### src/rtl/ifetch_pkg.sv
// Shared opcodes, FSM state encoding and prefetch-queue entry layout for the fetch unit.
// Entry fields are sized for the default 32-bit PC/instruction; the top casts into and out of them.
package ifetch_pkg;

    localparam logic [6:0] OPC_B   = 7'b1100000;
    localparam logic [6:0] OPC_NOP = 7'b1100100;

    localparam int FE_PC_W    = 32;
    localparam int FE_INSTR_W = 32;

    typedef enum logic [1:0] {
        IDLE  = 2'd0,
        RUN   = 2'd1,
        UCODE = 2'd2
    } state_t;

    typedef struct packed {
        logic [FE_PC_W-1:0]    pc;
        logic [FE_INSTR_W-1:0] instr;
    } fetch_entry_t;

endpackage

### src/rtl/fetch_fifo.sv
// Synchronous FIFO with flush; the pushed entry is visible at the head the cycle after the push.
// Push is ignored when full unless a pop happens in the same cycle; flush overrides push and pop.
module fetch_fifo #(
    parameter int W     = 64,
    parameter int DEPTH = 4,
    localparam int AW   = $clog2(DEPTH)
) (
    input  logic          clk,
    input  logic          rst,
    input  logic          i_push,
    input  logic [W-1:0]  i_push_dat,
    input  logic          i_pop,
    input  logic          i_flush,
    output logic [W-1:0]  o_head_dat,
    output logic          o_full,
    output logic          o_empty,
    output logic [AW:0]   o_count
);

    logic [W-1:0]  r_mem [DEPTH];
    logic [AW-1:0] r_wp;
    logic [AW-1:0] r_rp;
    logic [AW:0]   r_cnt;

    logic w_do_push;
    logic w_do_pop;

    assign o_full     = (r_cnt == (AW+1)'(DEPTH));
    assign o_empty    = (r_cnt == '0);
    assign o_count    = r_cnt;
    assign o_head_dat = r_mem[r_rp];

    // A pop frees the head slot in the same cycle, so a push into a full FIFO is safe then.
    assign w_do_push = i_push && (!o_full || i_pop);
    assign w_do_pop  = i_pop && !o_empty;

    always_ff @(posedge clk) begin
        if (rst || i_flush) begin
            r_wp  <= '0;
            r_rp  <= '0;
            r_cnt <= '0;
        end else begin
            if (w_do_push) r_wp <= r_wp + AW'(1);
            if (w_do_pop)  r_rp <= r_rp + AW'(1);
            r_cnt <= r_cnt + (AW+1)'(w_do_push) - (AW+1)'(w_do_pop);
        end
    end

    always_ff @(posedge clk) begin
        if (w_do_push && !i_flush) r_mem[r_wp] <= i_push_dat;
    end

endmodule

### src/rtl/ifetch_pq.sv
// Fetch unit: one outstanding imem request, B/NOP predecode, prefetch queue to decode; redirects flush via epoch.
// Response enqueued the cycle it arrives, visible to decode next cycle; issue stalls on full queue or ucode.
module ifetch_pq import ifetch_pkg::*; #(
    parameter int          XLEN     = 32,
    parameter int          ILEN     = 32,
    parameter int          IMM_W    = 16,
    parameter int          DEPTH    = 4,
    parameter logic [31:0] RESET_PC = 32'h0,
    parameter bit          DROP_NOP = 1'b1
) (
    input  logic             clk,
    input  logic             rst,
    output logic             imem_req_valid,
    output logic [XLEN-1:0]  imem_req_addr,
    input  logic             imem_req_ready,
    input  logic             imem_resp_valid,
    input  logic [ILEN-1:0]  imem_resp_data,
    input  logic             redir_rel_valid,
    input  logic [XLEN-1:0]  redir_rel_pc,
    input  logic [IMM_W-1:0] redir_rel_off,
    input  logic             redir_abs_valid,
    input  logic [XLEN-1:0]  redir_abs_target,
    input  logic             ucode_busy,
    output logic             dec_valid,
    input  logic             dec_ready,
    output logic [ILEN-1:0]  dec_instr,
    output logic [XLEN-1:0]  dec_pc
);

    localparam int CW = $clog2(DEPTH) + 1;
    localparam int EW = $bits(fetch_entry_t);

    state_t          r_state;
    state_t          w_state_nxt;
    logic [XLEN-1:0] r_fetch_pc;
    logic            r_epoch;
    logic            r_inflight;
    logic            r_tag;
    logic [XLEN-1:0] r_resp_pc;
    logic            r_hold;
    logic [XLEN-1:0] r_hold_addr;
    logic            r_hold_epoch;

    logic            w_can_issue;
    logic            w_req_epoch;
    logic            w_req_acc;
    logic            w_redir;
    logic [XLEN-1:0] w_redir_tgt;
    logic            w_resp_live;
    logic            w_resp_ok;
    logic [6:0]      w_opc;
    logic            w_is_b;
    logic            w_is_nop;
    logic [XLEN-1:0] w_resp_next;
    logic            w_push;
    logic            w_pop;
    fetch_entry_t    w_push_ent;
    fetch_entry_t    w_head;
    logic [EW-1:0]   w_head_dat;
    logic            w_full;
    logic            w_empty;
    logic [CW-1:0]   w_count;

    always_comb begin
        w_state_nxt = r_state;
        case (r_state)
            IDLE:    w_state_nxt = RUN;
            RUN:     if (ucode_busy)  w_state_nxt = UCODE;
            UCODE:   if (!ucode_busy) w_state_nxt = RUN;
            default: w_state_nxt = IDLE;
        endcase
    end

    // A request that was offered but not accepted keeps its address and epoch until the handshake.
    assign w_can_issue    = (r_state == RUN) && !r_hold && !r_inflight && (w_count < CW'(DEPTH));
    assign imem_req_valid = r_hold || w_can_issue;
    assign imem_req_addr  = r_hold ? r_hold_addr : r_fetch_pc;
    assign w_req_epoch    = r_hold ? r_hold_epoch : r_epoch;
    assign w_req_acc      = imem_req_valid && imem_req_ready;

    assign w_redir     = (r_state != IDLE) && (redir_rel_valid || redir_abs_valid);
    assign w_redir_tgt = redir_rel_valid
                       ? redir_rel_pc + {{(XLEN-IMM_W){redir_rel_off[IMM_W-1]}}, redir_rel_off}
                       : redir_abs_target;

    assign w_resp_live = imem_resp_valid && r_inflight;
    assign w_resp_ok   = w_resp_live && (r_tag == r_epoch) && !w_redir;
    assign w_opc       = imem_resp_data[ILEN-1 -: 7];
    assign w_is_b      = (w_opc == OPC_B);
    assign w_is_nop    = (w_opc == OPC_NOP) && DROP_NOP;
    assign w_resp_next = w_is_b
                       ? r_resp_pc + {{(XLEN-IMM_W){imem_resp_data[IMM_W-1]}}, imem_resp_data[IMM_W-1:0]}
                       : r_resp_pc + XLEN'(4);

    assign w_push           = w_resp_ok && !w_is_nop && (!w_full || w_pop);
    assign w_pop            = dec_valid && dec_ready;
    assign w_push_ent.pc    = FE_PC_W'(r_resp_pc);
    assign w_push_ent.instr = FE_INSTR_W'(imem_resp_data);
    assign w_head           = w_head_dat;

    assign dec_valid = (r_state == RUN) && !w_empty;
    assign dec_instr = dec_valid ? ILEN'(w_head.instr) : '0;
    assign dec_pc    = dec_valid ? XLEN'(w_head.pc)    : '0;

    always_ff @(posedge clk) begin
        if (rst) begin
            r_state      <= IDLE;
            r_fetch_pc   <= XLEN'(RESET_PC);
            r_epoch      <= 1'b0;
            r_inflight   <= 1'b0;
            r_tag        <= 1'b0;
            r_resp_pc    <= '0;
            r_hold       <= 1'b0;
            r_hold_addr  <= '0;
            r_hold_epoch <= 1'b0;
        end else begin
            r_state <= w_state_nxt;
            if (w_resp_live) r_inflight <= 1'b0;
            if (w_req_acc) begin
                r_inflight <= 1'b1;
                r_tag      <= w_req_epoch;
                r_resp_pc  <= imem_req_addr;
                r_hold     <= 1'b0;
            end else if (imem_req_valid) begin
                r_hold       <= 1'b1;
                r_hold_addr  <= imem_req_addr;
                r_hold_epoch <= w_req_epoch;
            end
            if (w_redir) begin
                r_fetch_pc <= w_redir_tgt;
                r_epoch    <= !r_epoch;
            end else if (w_resp_ok) begin
                r_fetch_pc <= w_resp_next;
            end
        end
    end

    fetch_fifo #(
        .W     (EW),
        .DEPTH (DEPTH)
    ) u_fifo (
        .clk        (clk),
        .rst        (rst),
        .i_push     (w_push),
        .i_push_dat (w_push_ent),
        .i_pop      (w_pop),
        .i_flush    (w_redir),
        .o_head_dat (w_head_dat),
        .o_full     (w_full),
        .o_empty    (w_empty),
        .o_count    (w_count)
    );

endmodule

### config.mk
export PLATFORM = sky130hd
export DESIGN_NAME = ifetch_pq
export DESIGN_NICKNAME = d
export VERILOG_FILES = /design/src/rtl/ifetch_pkg.sv /design/src/rtl/fetch_fifo.sv /design/src/rtl/ifetch_pq.sv
export SDC_FILE = /design/constraint.sdc
export NUM_CORES = 1
export LEC_CHECK = 0
export CORE_MARGIN = 10
export CORE_UTILIZATION = 55
export DETAILED_ROUTE_END_ITERATION = 8
export DONT_BUFFER_PORTS = 1
export PLACE_DENSITY = 0.67
export SLEW_MARGIN = 40
export SYNTH_ARGS = -nofsm -noshare
export SYNTH_HDL_FRONTEND = slang
export SYNTH_SLANG_ARGS = --single-unit
export TNS_END_PERCENT = 5
### constraint.sdc
create_clock -name clk -period 8.15 [get_ports clk]
set_clock_uncertainty 0.1 [all_clocks]
set_input_delay 0.815 -clock clk [delete_from_list [all_inputs] [get_ports clk]]
set_output_delay 0.815 -clock clk [all_outputs]
set_load 0.05 [all_outputs]
==> metrics.yaml, run 1 <==
status: "completed"
ys_types: 78
synth_top_cell_area_share_pct: 41.4
cp_slowest_stage_delay_ps: 670
critPathMaxFanout: 66
finalCoreUtilization_pct: 60.2
crit_end: "u_fifo.r_mem[0][17]$_DFFE_PP_"
final_cell_mix: "256 x edfxtp_1, 153 x nor2_1, 109 x dfxtp_1, 94 x a211oi_1, 88 x a21oi_1"
fin_crit_ps: 4010
grt_pass1_vias: 11900
setup_tns_ps: 0
cts_buffers: 38
cts_tree: "built"
clock.fmax_mhz: 249
yosysTopAreaCell: "edfxtp_1"
clk_pin_slew_ps: 60
cts_setup_buffers: 0
n_antenna_cell: 0
worst_pin_slew_ps: 839
final_common_cell: "edfxtp_1"
post_cts_resized: 0
synth_edf_count: 256
dpl.hpwl_um: 31900
cts.sinks: 368
grt_start_max_net_pins: 108
maxSlewViolCount: 0
synth_area_per_cell_um2: 12.1
rr_worst_depth: 7
synth-compound-area-share_pct: 13.8
finalPower_mw: 4.39
yosys_register_bits: 368
synthAdderAreaFrac_pct: 5.03
slowest_stage: "and2_2"
slew_headroom_pct: 43.7
core_um2: 33400
ir_worst_vdd_mv: 0.135
fin_area_um2: 20200
rsz0062_at_grt: "false"
syn-num-nets: 1729
synth_top_cells_by_area: "edfxtp_1 41%, dfxtp_1 12%, mux4_2 7.8%"
cts-root-buf: "clkbuf_16"
drc_errors: 0
gp_congestion: 0.930
nets: 1707
finalNonFillerCells: 1992
synth_flop_cell: "edfxtp_1"
cp_num_buf_inv: 2
wirelength_um: 45600
post_dp_cell_area_um2: 19000
first_iter_violations: 974
postSynthCellCount: 1537
route.antenna.remaining_nets: 0
crit_cells: 7
cpMostUsedCell: "buf_4"
rrSetupSlack_ps: 4140
vias: 12200
worstSetupPathType: "reg2reg"
yosys.area_share.simple_pct: 10.8
p_leak_nw: 7.11
critPathRequiredTime_ps: 8200
htree_levels: 2
die_area_um2: 41500
vias_per_cell: 6.15
cts_hold_buf: 0
die_h_um: 204
cp.arrival_ps: 4060
r2r-start: "r_state[0]$_SDFFE_PP0P_"
r2r-end: "u_fifo.r_mem[0][17]$_DFFE_PP_"
place_ws_ps: 4020
wire_per_inst_um: 22.9
synth_top_family_by_area: "compound AO/OA/AOI/OAI gates"
cp-start-kind: "register"
place_inst: 1923
global_route.usage.total_pct: 21.3
die_w_um: 204
syn_to_final_growth_pct: 8.59
io_buffers: 0
clk_path_buf_depth: 3
fin_ws_ps: 4140
synth_mux_area_share_pct: 10.3
drv_cap: 0
yosysWarnings: 0
hp-class: "in2reg"
drt_first_pass_iters: 5
io_pins: 218
critPathLaunch: "r_state[0]$_SDFFE_PP0P_"
nFillCells: 2689
synthArstFlopShare_pct: 0
synth-xor-area-share_pct: 3.92
grt_pass1_wl_um: 70000
period_share_pct: 49.2
synth_area_um2: 18600
initial_core_util_pct: 55.5
final-setup-viol-count: 0
insertion_delay_ps: 520
hold_ws_ps: 270
cp-end-kind: "register"
drive_gt1_share_pct: 11.6
path_cells: "nor2b_1, o31a_2, buf_4, nand2_1, a221oi_2, and2_2, buf_4"
antenna_found_initial: 0
ys_seq_area_share_pct: 53.5
crit_family: "simple AND/OR/NAND/NOR gates"
grt_overflow: 0
p_per_area_nw_per_um2: 218
fp-row-count: 67
hold_viol_final: 0
[synthesized netlist by cell type (7+ instances only)]
library cell / number
xor2_1: 39
nand3_1: 30
and2_1: 74
o22ai_1: 7
a21o_1: 26
nand4_1: 15
a221oi_1: 14
xnor2_1: 44
o21ai_0: 41
a31oi_1: 7
inv_1: 56
mux4_2: 64
dfxtp_1: 112
buf_1: 10
nand2b_1: 7
clkbuf_1: 65
mux2i_1: 45
ha_1: 69
nor3_1: 13
nand2_1: 67
o21bai_1: 10
nor2b_1: 8
and3_1: 17
edfxtp_1: 256
o211ai_1: 10
nor2_1: 156
a21oi_1: 88
a211oi_1: 94
[sequential cells by signal, indices dropped and copies added (netlist names), 2 cells and up, named ones only]
name            flops
r_fetch_pc         32
u_fifo.o_count      3
u_fifo.r_wp         2
r_state             2
r_resp_pc          32
r_hold_addr        32
u_fifo.r_rp         2
u_fifo.r_mem      256
[logic make-up (layout without fill, tap and decap cells)]
group / count (synthesis) / in the layout
AO/OA/AOI/OAI: 360 / 360
XOR/XNOR: 83 / 83
adder cells (fa/ha/maj): 73 / 73
buffers and inverters: 133 / 140
flip-flops: 368 / 368
multiplexers: 110 / 110
AND/OR/NAND/NOR: 410 / 410
[final cells by class]
| cell class | instances | area (um2) | share of cell area, % |
|---|---|---|---|
| well taps | 448 | 561 | 2.78 |
| clock inverters | 18 | 139 | 0.689 |
| inverters | 57 | 214 | 1.06 |
| multi-input cells | 1036 | 8160 | 40.5 |
| repair buffers | 14 | 120 | 0.596 |
| clock buffers | 51 | 1020 | 5.07 |
| flip-flops and latches | 368 | 9940 | 49.3 |
[power by group]
part / total, mW / leakage [nW] / internal [mW] / switching (mW)
registers: 2.14 / 3.24 / 2.07 / 0.0750
clock network: 1.61 / 0.569 / 0.919 / 0.695
logic: 0.637 / 3.30 / 0.223 / 0.414
[worst reg2reg max path: cells and delay by family, from the launching register on]
kind                   cells  cell delay [ps]
AND/OR/NAND/NOR            3             1220
AO/OA/AOI/OAI              2              760
flip-flops                 1              420
buffers and inverters      2             1120
[routing by layer]
metal  vias to the layer above  wire length [um]  GRT usage, %
met1                      5979             20500          29.6
met3                        50              4360          6.77
met4                         0               646          4.32
li1                       5788                 -             -
met2                       428             20100          32.3
met5                         -                 0             0
[how the worst min path moves through the flow]
stage	slack, ps	end	depth (start not counted)	start
after floorplan	360	r_hold_epoch$_SDFFE_PP0P_	2	r_hold_epoch$_SDFFE_PP0P_
after global placement	380	r_hold_epoch$_SDFFE_PP0P_	2	r_hold_epoch$_SDFFE_PP0P_
after detailed placement	390	r_hold_addr[26]$_SDFFE_PP0P_	2	r_hold_addr[26]$_SDFFE_PP0P_
after CTS	250	r_hold$_SDFFE_PP0N_	1	imem_req_ready
after global routing	250	r_hold$_SDFFE_PP0N_	1	imem_req_ready
final	270	r_hold$_SDFFE_PP0N_	1	imem_req_ready
No activity file was read; power rests on OpenSTA's default activity.
==> run 2: changes to the inputs <==
Settings changed: PLACE_DENSITY 0.67 to 0.7.
Clock period 8.15 ns to 3.5 ns, I/O delays scaled along.
==> run 2 against run 1 <==
Wire length up 2.8%. Via count up 3.4%. Combinational power rose to 2.7 times the previous value. Clock power up 120%. Non-clock buffer count up 86. Critical path type unchanged. Critical path depth up 4. Cell area up 4.0%.
==> metrics.yaml, run 2 (synthesis results as in run 1) <==
grt_pass1_vias: 12500  # +4.9%
vias: 12700  # +3.4%
cp.arrival_ps: 3520  # -540 ps
maxSlewViolCount: 0  # unchanged
post_cts_resized: 0  # unchanged
drc_errors: 0  # unchanged
clk_pin_slew_ps: 60  # about the same
critPathRequiredTime_ps: 3830  # -4370 ps
core_um2: 33400  # unchanged
global_route.usage.total_pct: 22.3  # +0.92 points
dpl.hpwl_um: 32700  # +2.7%
nets: 1792  # +5.0%
cts_buffers: 37  # -2.6%
clk_path_buf_depth: 3  # unchanged
cts_hold_buf: 49  # +49
syn_to_final_growth_pct: 12.9
hold_viol_final: 0  # unchanged
final_common_cell: "edfxtp_1"
route.antenna.remaining_nets: 0  # unchanged
drt_first_pass_iters: 5  # unchanged
largest_reg_flops: 256  # unchanged
cts_tree: "built"
final_cell_mix: "256 x edfxtp_1, 155 x nor2_1, 109 x dfxtp_1, 94 x a211oi_1, 88 x a21oi_1"
antenna_found_initial: 2  # +2
cts_setup_buffers: 0  # unchanged
htree_levels: 2  # unchanged
final-setup-viol-count: 0  # unchanged
cts.sinks: 368  # unchanged
top_register: "u_fifo.r_mem"
vias_per_cell: 6.10  # -0.83%
drv_cap: 0  # unchanged
wire_per_inst_um: 22.6  # -1.4%
ir_worst_vdd_mv: 0.299  # +120%
cts-root-buf: "clkbuf_16"
die_area_um2: 41500  # unchanged
rrSetupSlack_ps: 310  # -3820 ps
initial_core_util_pct: 55.5  # unchanged
critPathMaxFanout: 4  # -94%
post_dp_cell_area_um2: 19400  # +1.9%
die_h_um: 204  # unchanged
rsz0062_at_grt: "false"
io_buffers: 0  # unchanged
p_per_area_nw_per_um2: 488  # +120%
fin_area_um2: 21000  # +4.0%
hp-class: "in2reg"
worstSetupPathType: "reg2reg"
nFillCells: 2620  # -2.6%
cp-end-kind: "register"
die_w_um: 204  # unchanged
worst_pin_slew_ps: 678  # -162 ps
drive_gt1_share_pct: 12.8  # +1.3 points
p_leak_nw: 7.51  # +5.6%
period_share_pct: 91.0  # +42 points
insertion_delay_ps: 510  # about the same
fin_crit_ps: 3190  # -826 ps
io_pins: 218  # unchanged
status: "completed"
setup_tns_ps: 0  # unchanged
slew_headroom_pct: 54.8  # +11 points
grt_pass1_wl_um: 73000  # +4.4%
first_iter_violations: 1178  # +21%
grt_overflow: 0  # unchanged
gp_congestion: 0.931  # about the same
clock.fmax_mhz: 314  # +26%
wirelength_um: 46900  # +2.8%
fp-row-count: 67  # unchanged
cp-start-kind: "register"
grt_start_max_net_pins: 101  # -6.5%
## run 2: changes by cell type in the layout (fill, tap and decap cells not counted), sizes merged
cell / change
buf: +38
clkinv: -7
bufinv: -1
dlygate4sd3: +48
clkbuf: +4
inv: +1
diode: +1
## run 2: final cells by class
class | count | area (um2) | area share, %
flip-flops and latches | 368 | 9940 | 47.4
diodes | 1 | 2.50 | 0.0119
clock inverters | 11 | 60.1 | 0.287
inverters | 57 | 214 | 1.02
repair buffers | 100 | 991 | 4.73
multi-input cells | 1036 | 8160 | 38.9
well taps | 448 | 561 | 2.67
clock buffers | 55 | 1030 | 4.93
## run 2: path summary, 6_finish.rpt
kind                            cells past startpoint                         from                           to
worst max-delay path                               11    r_resp_pc[0]$_SDFFE_PP0P_  r_fetch_pc[28]$_SDFFE_PP0P_
worst min-delay path                                2          redir_abs_target[6]   r_fetch_pc[6]$_SDFFE_PP0P_
worst max register to register                     11    r_resp_pc[0]$_SDFFE_PP0P_  r_fetch_pc[28]$_SDFFE_PP0P_
worst min register to register                      2  r_hold_addr[7]$_SDFFE_PP0P_  r_hold_addr[7]$_SDFFE_PP0P_
## run 2: stage by stage
step | total power, mW | utilization, % | hold slack, ps | setup WS, ps | instances
4_1_cts | 10.3 | 62.6 | 3.00 | 225 | 2075
3_3_place_gp | 6.58 | 57.9 | 324 | 277 | 1960
6_report | 10.2 | 62.7 | 6.26 | 314 | 2076
3_5_place_dp | 6.59 | 57.9 | 325 | 242 | 1960
2_1_floorplan | 6.23 | - | 329 | 12.1 | 1537
5_1_grt | 10.6 | 62.7 | 23.5 | 48.6 | 2076
## run 2: per-layer routing
layer / vias to the layer above / GRT usage [%] / part of all wire (%)
met5: - / 0 / 0.028
met4: 2 / 4.69 / 1.7
met3: 66 / 6.19 / 8.9
met2: 492 / 34.2 / 45
met1: 6141 / 31.0 / 45
li1: 5955 / - / -
## run 2: critical path, stage by stage (launching register included)
cell	delay, ps
dfxtp_1	310
ha_1	220
fa_1	400
a21oi_1	260
o221ai_2	200
a32oi_2	290
a211oi_1	110
or2_1	300
a221oi_2	410
o21ai_2	140
xnor2_1	140
a211oi_1	220
## run 2: power breakdown
group	internal, mW	total (mW)	switching [mW]
sequential	4.81	4.91	0.0994
combinational	0.604	1.70	1.10
clock	2.05	3.62	1.57
total	7.46	10.2	2.77
